## config.mk

```make
export PLATFORM = sky130hd
export DESIGN_NAME = robs_control
export DESIGN_NICKNAME = d
export VERILOG_FILES = /design/src/rtl/robs_control.sv
export SDC_FILE = /design/constraint.sdc
export NUM_CORES = 1
export LEC_CHECK = 0
export ABC_AREA = 1
export ABC_CLOCK_PERIOD_IN_PS = 1700
export CORE_ASPECT_RATIO = 1.2
export CORE_MARGIN = 2
export CORE_UTILIZATION = 47
export DETAILED_ROUTE_END_ITERATION = 8
export PLACE_DENSITY = 0.77
export SLEW_MARGIN = 20
export SYNTH_ARGS = -nofsm -noshare
export SYNTH_HDL_FRONTEND = slang
export SYNTH_SLANG_ARGS = --single-unit
```

## constraint.sdc

```tcl
create_clock -name clk -period 1.7 [get_ports clk]
set_input_delay 0.51 -clock clk [delete_from_list [all_inputs] [get_ports clk]]
set_output_delay 0.51 -clock clk [all_outputs]
set_load 0.01 [all_outputs]
```

## src/rtl/robs_control.sv

```systemverilog
// robs_control: Moore sequencer for the signed Robertson multiplier datapath
// ports: clk; reset (async, active-low); start request; zr/zq datapath status;
//        c 15-bit control word, busy, one-cycle done, sticky err (zq disagreement)
module robs_control #(
  parameter int WIDTH = 8
) (
  input  logic        clk,
  input  logic        reset,
  input  logic        start,
  input  logic        zr,
  input  logic        zq,
  output logic [14:0] c,
  output logic        busy,
  output logic        done,
  output logic        err
);
  typedef enum logic [3:0] {IDLE, INIT, LOADR, TEST, ADDSUB, ADDWB, SHIFT, SHWB, STORE, DONE} state_t;
  state_t state, nxt;
  logic [3:0] bits_left, nbl;
  // {done, busy, c} for a state; the last iteration (bits_left == 1) subtracts the sign bit
  function automatic logic [16:0] ctl(input state_t s, input logic [3:0] bl);
    logic add;
    add = bl != 4'd1;
    ctl = '0;
    case (s)
      INIT:    ctl = {2'b01, 15'h000f};
      LOADR:   ctl = {2'b01, 15'h0300};
      TEST:    ctl = {2'b01, 15'h0000};
      ADDSUB:  ctl = {2'b01, 4'b0, add, 10'h000};
      ADDWB:   ctl = {2'b01, 4'b0, add, 10'h120};
      SHIFT:   ctl = {2'b01, 15'h1800};
      SHWB:    ctl = {2'b01, 15'h2350};
      STORE:   ctl = {2'b01, 15'h4088};
      DONE:    ctl = {2'b10, 15'h0000};
      default: ctl = '0;
    endcase
  endfunction
  always_comb begin
    nxt = state;
    nbl = bits_left;
    case (state)
      IDLE:    nxt = start ? INIT : IDLE;
      INIT:    begin nxt = LOADR; nbl = 4'(WIDTH); end
      LOADR:   nxt = TEST;
      TEST:    nxt = bits_left == 4'd0 ? STORE : zr ? SHIFT : ADDSUB;
      ADDSUB:  nxt = ADDWB;
      ADDWB:   nxt = SHIFT;
      SHIFT:   nxt = SHWB;
      SHWB:    begin nxt = TEST; nbl = bits_left - 4'd1; end
      STORE:   nxt = DONE;
      default: nxt = IDLE;
    endcase
  end
  // outputs are registered from the next state so they are a pure function of state
  always_ff @(posedge clk or negedge reset) begin
    if (!reset) begin
      state     <= IDLE;
      bits_left <= '0;
      err       <= 1'b0;
      {done, busy, c} <= '0;
    end else begin
      state     <= nxt;
      bits_left <= nbl;
      {done, busy, c} <= ctl(nxt, nbl);
      if (state == IDLE && start) err <= 1'b0;
      else if (state == TEST && bits_left == 4'd0 && !zq) err <= 1'b1;
    end
  end
endmodule

```

### Word-level counts from Yosys, hierarchy flattened

Index checks and enable logic that the tools add are counted.

| storage, ports and cells | value |
|---|---|
| flip-flop bits (word level) | 26 |
| bits of input ports | 5 |
| logic and storage cells | 41 |

| operators by class | value |
|---|---|
| $add $sub $neg | 1 |
| eq/ne operators | 18 |
| muxes and demuxes | 8 |
| reduce and logical (&&, ||, !) cells | 8 |

Operator list:

| kind | number |
|---|---|
| 17-bit one-hot mux with 9 select lines | 1 |
| 4-bit by 3-bit == test with 1-bit output (second input constant) | 8 |
| 4-bit one-hot mux with 8 select lines | 1 |
| 4-bit by 2-bit == test with 1-bit output (second input constant) | 4 |
| 4-bit == test (second input constant) | 3 |
| 4-bit by 1-bit == test with 1-bit output (second input constant) | 2 |
| 4-bit zero test | 2 |
| 4-bit one-hot mux with 2 select lines | 1 |
| 4-bit two-way mux | 1 |
| 4-bit by 1-bit inequality test with 1-bit output (second input constant) | 1 |
| 4-bit by 1-bit subtractor with 4-bit output (second input constant) | 1 |
| 1-bit logical AND | 3 |
| 1-bit two-way mux | 3 |
| 2-bit two-way mux | 1 |
| 2-bit nonzero test | 1 |
| 2-bit OR reduction | 1 |
| 1-bit zero test | 1 |

### Longest topological paths before layout

| depth | value |
|---|---|
| word-level depth | 5 |
| mapped depth | 9 |
| gate-level depth less buffers | 9 |

### Worst setup path before layout

OpenSTA, ideal clock, no wires.

| path | value |
|---|---|
| path kind | register to register |
| start point | reg bits_left[0] |
| end point | reg c[10] |
| arrival | 1,278 ps |
| data required time | 1,579 ps |
| setup slack | 301 ps |
| stages on the path, launching flop included | 9 |
| period minus slack after synthesis | 1,399 ps |
| cells stage by stage | dfrtp_1 inv_1 ha_1 nor3b_1 nor2_1 a21oi_1 inv_1 nand2_1 a21oi_2 |

| between the ends | value |
|---|---|
| word-level cells in the longest chain between the ends | 5 |
| elaborated cells on any way between the ends | 16 |
| those cells by class | add/sub: 1; eq/ne: 10; mux: 4; reduce/logical: 1 |

Ends and longest elaborated chain:

| element | line | source |
|---|---|---|
| start: declaration | 19 | `logic [3:0] bits_left, nbl;` |
| start signal: assignment | 63 | `bits_left <= nbl;` |
| 4-bit zero test * | 45 | `TEST: nxt = bits_left == 4'd0 ? STORE : zr ? SHIFT : ADDSUB;` |
| 4-bit two-way mux * | 45 |  |
| 4-bit one-hot mux with 8 select lines * | 41 | `case (state)` |
| via nxt[2] | 18 | `state_t state, nxt;` |
| 4-bit == test, or another cell as far along | 25 | `case (s)` |
| 17-bit one-hot mux with 9 select lines * | 25 |  |
| end signal: assignment | 64 | `{done, busy, c} <= ctl(nxt, nbl);` |
| end: declaration | 12 | `output logic [14:0] c,` |

Mark *: on every way through the listed nets, which the timed path passes. The rest lies on a longest branch.
A chain may end at the register's enable or synchronous reset.

### Worst setup path in the final report

| path | value |
|---|---|
| start point | reg c[3] |
| end point | out c[3] |

No word-level cell between the ends.

==> results.sh <==
export IMPL_status="finished clean"
export IMPL_r2r_cells=8
export IMPL_r2r_end="c[10]$_DFF_PN0_"
export IMPL_wl_per_cell_um=12.1
export IMPL_fin_crit_sh=0.981
export IMPL_rsz0062_at_grt="false"
export IMPL_clk_path_buf_depth=2
export IMPL_slew_headroom=0.797
export IMPL_synth_warnings=0
export IMPL_routed_wl_mm=1.65
export IMPL_cts_sinks=20
export IMPL_synth_top_area_cell="dfrtp_1"
export IMPL_hold_path_end="err$_DFFE_PN0P_"
export IMPL_syn_avg_cell_area_sq_um=9.38
export IMPL_drtIter0Drc=15
export IMPL_crit_family="buffers and inverters"
export IMPL_rrSetupSlack_ns=0.25
export IMPL_synth_cell_types=24
export IMPL_clk_latency_ns=0.29
export IMPL_max_freq_ghz=0.600
export IMPL_synthToLayoutAreaGrowth_pct=26.8
export IMPL_synth_seq_cells=20
export IMPL_path_cells="clkdlybuf4s50_1"
export IMPL_critPathMaxFanout=1
export IMPL_cts_setup_buffers=0
export IMPL_drv_slew=0
export IMPL_via_per_inst=5.01
export IMPL_grtUsageTotal=0.164
export IMPL_vias=686
export IMPL_drc=0
export IMPL_clk_pin_slew_ns=0.10
export IMPL_io_pins=23
export IMPL_hpwl_mm=1.25
export IMPL_hp_start="err$_DFFE_PN0P_"
export IMPL_ctsHoldBuffers=0
export IMPL_die_h_um=52.2
export IMPL_drtPass1Iterations=4
export IMPL_syn_area_sq_um=910
export IMPL_synth_cells=97
export IMPL_setup_viol=0
export IMPL_yosysMostFrequentCell="dfrtp_1"
export IMPL_hold_path_depth=1
export IMPL_grt_pass1_vias=628
export IMPL_synth_ff_type="dfrtp_1"
export IMPL_synth_top_cell_area_share=0.550
export IMPL_antenna_found_initial=0
export IMPL_grt_pass1_wl_mm=2.71
export IMPL_fin_skew_ns=0.00166
export IMPL_rows=17
export IMPL_period_needed_ns=1.67
export IMPL_diodes=0
export IMPL_critPathSlowestCell="clkdlybuf4s50_1"
export IMPL_gp_congestion=0.779
export IMPL_irDropWorstVdd_uv=1020
export IMPL_critical_path_buf_inv_count=1
export IMPL_synth_area_top_cells="dfrtp_1, inv_1, nand2_1, nand3_1, buf_4"
export IMPL_hold_path_class="reg -> reg"
export IMPL_die_area_sq_um=2300
export IMPL_initial_core_util=0.497
export IMPL_syn_num_nets=104
export IMPL_crit_type="reg -> out"
export IMPL_cellPowerDensity_nw_per_um2=1740
export IMPL_cp_arrival_ns=1.16
export IMPL_cap_viol_max_count=0
export IMPL_r2r_start="bits_left[1]$_DFF_PN0_"
export IMPL_async_flop_share=1.00
export IMPL_drive_gt1_frac=0.144
export IMPL_worstPathRequired_ns=1.19
export IMPL_cp_end_kind="primary output"
export IMPL_ant_nets=0
export IMPL_port_buffers=22
export IMPL_ys_seq_area_frac=0.550
export IMPL_cts_buffers=3
export IMPL_startpoint_type="flip-flop"
export IMPL_worst_pin_slew_ns=0.303
export IMPL_fin_setup_tns_ns=0
export IMPL_cts_tree="yes"
export IMPL_synth_edf_count=0
export IMPL_h_tree_depth=1
export IMPL_core_sq_um=1830
export IMPL_hold_violations=0
export IMPL_grt_max_degree=21
export IMPL_whs_ns=0.497
export IMPL_power_leakage_nw=0.714
export IMPL_grt_overflow_total=0
export IMPL_synthTopCellsByCount="dfrtp_1, inv_1, nand2_1"
export IMPL_num_nets_final=127
export IMPL_cts_root_buf="clkbuf_4"
export IMPL_slowest_delay_ns=0.53
export IMPL_die_width_um=44.2
[per-layer routing]
layer | up-vias | track usage | wire length (um)
met2 | 14 | 0.270 | 855
met4 | 0 | 0.0758 | 32
li1 | 344 | - | -
met1 | 323 | 0.212 | 693
met5 | - | 0 | 0
met3 | 5 | 0.0207 | 69
[worst max path at each step]
stage	from	endpoint	slack, ns	cells past startpoint
after detailed placement	start	c[12]$_DFF_PN0_	0.15	4
after floorplan	bits_left[0]$_DFF_PN0_	c[10]$_DFF_PN0_	0.30	8
after CTS	c[12]$_DFF_PN0_	c[11]	0.007	1
final	c[3]$_DFF_PN0_	c[3]	0.03	1
after global routing	done$_DFF_PN0_	done	0.003	1
after global placement	start	c[12]$_DFF_PN0_	0.16	4
[cell type report]
type	instances	area (sq um)
clock buffers	3	22.5
inverters	15	56.3
multi-input cells	56	312
repair buffers	24	239
fillers	164	676
flip-flops and latches	20	500
well taps	19	23.8
[per-stage QoR]
step | worst slack (ns) | instance area, sq um | cells | total power [W] | util
after floorplan | 0.301 | 910 | 97 | 0.00148 | -
after global placement | 0.161 | 1120 | 134 | 0.00181 | 0.614
after detailed placement | 0.152 | 1120 | 134 | 0.00185 | 0.614
after CTS | 0.00703 | 1130 | 137 | 0.00202 | 0.620
after global routing | 0.00338 | 1150 | 137 | 0.00218 | 0.631
final | 0.0329 | 1150 | 137 | 0.00201 | 0.631
[power breakdown]
part	total [W]	switching, W	internal (W)
Sequential	0.000762	0.000115	0.000648
Clock	0.000212	0.000129	0.0000826
Combinational	0.00104	0.000604	0.000434
[repair_timing]
action | 4_1_cts | 5_1_grt
pin swaps | 0 | 0
resized for setup | 9 | 7
cloned | 0 | 0
setup endpoints to repair | 9 | 7
[cells in the final DEF, fill, tap and decap left out]
| cell type | Yosys | final |
|---|---|---|
| buf_4 | 6 | 2 |
| nor2_1 | 9 | 9 |
| o21ai_1 | 1 | 1 |
| a21oi_2 | 1 | 2 |
| nor3b_1 | 1 | 1 |
| nor2_4 | 1 | 1 |
| xnor2_1 | 1 | 1 |
| or2_0 | 1 | 1 |
| a31oi_1 | 1 | 1 |
| clkdlybuf4s50_1 | 0 | 7 |
| o21a_1 | 1 | 1 |
| dlymetal6s2s_1 | 0 | 6 |
| dlygate4sd2_1 | 0 | 9 |
| ha_1 | 2 | 2 |
| nand2_4 | 1 | 1 |
| inv_2 | 1 | 1 |
| nand4_1 | 1 | 1 |
| nor3_2 | 1 | 1 |
| inv_1 | 14 | 14 |
| or2_2 | 2 | 2 |
| nand2_2 | 2 | 2 |
| nor2_2 | 2 | 2 |
| nor3_1 | 2 | 2 |
| a21oi_1 | 2 | 1 |
| nand2_1 | 14 | 14 |
| clkbuf_4 | 0 | 3 |
| dfrtp_1 | 20 | 20 |
| nand3_1 | 10 | 10 |
[state kept, by name, summed over array words and instances, names as in the netlist]
| signal | count |
|---|---|
| err | 1 |
| done | 1 |
| state | 4 |
| bits_left | 4 |
| c | 9 |
| busy | 1 |
[cell families after synthesis]
group	Yosys count	synth area share
and+or+nand+nor	47	0.260
adders and majority gates	2	0.0275
xor gates and xnor gates	1	0.00963
DFF	20	0.550
buffers and inverters	21	0.111
AOI/OAI and AO/OA	6	0.0413
No activity file was read; power rests on OpenSTA's default activity.
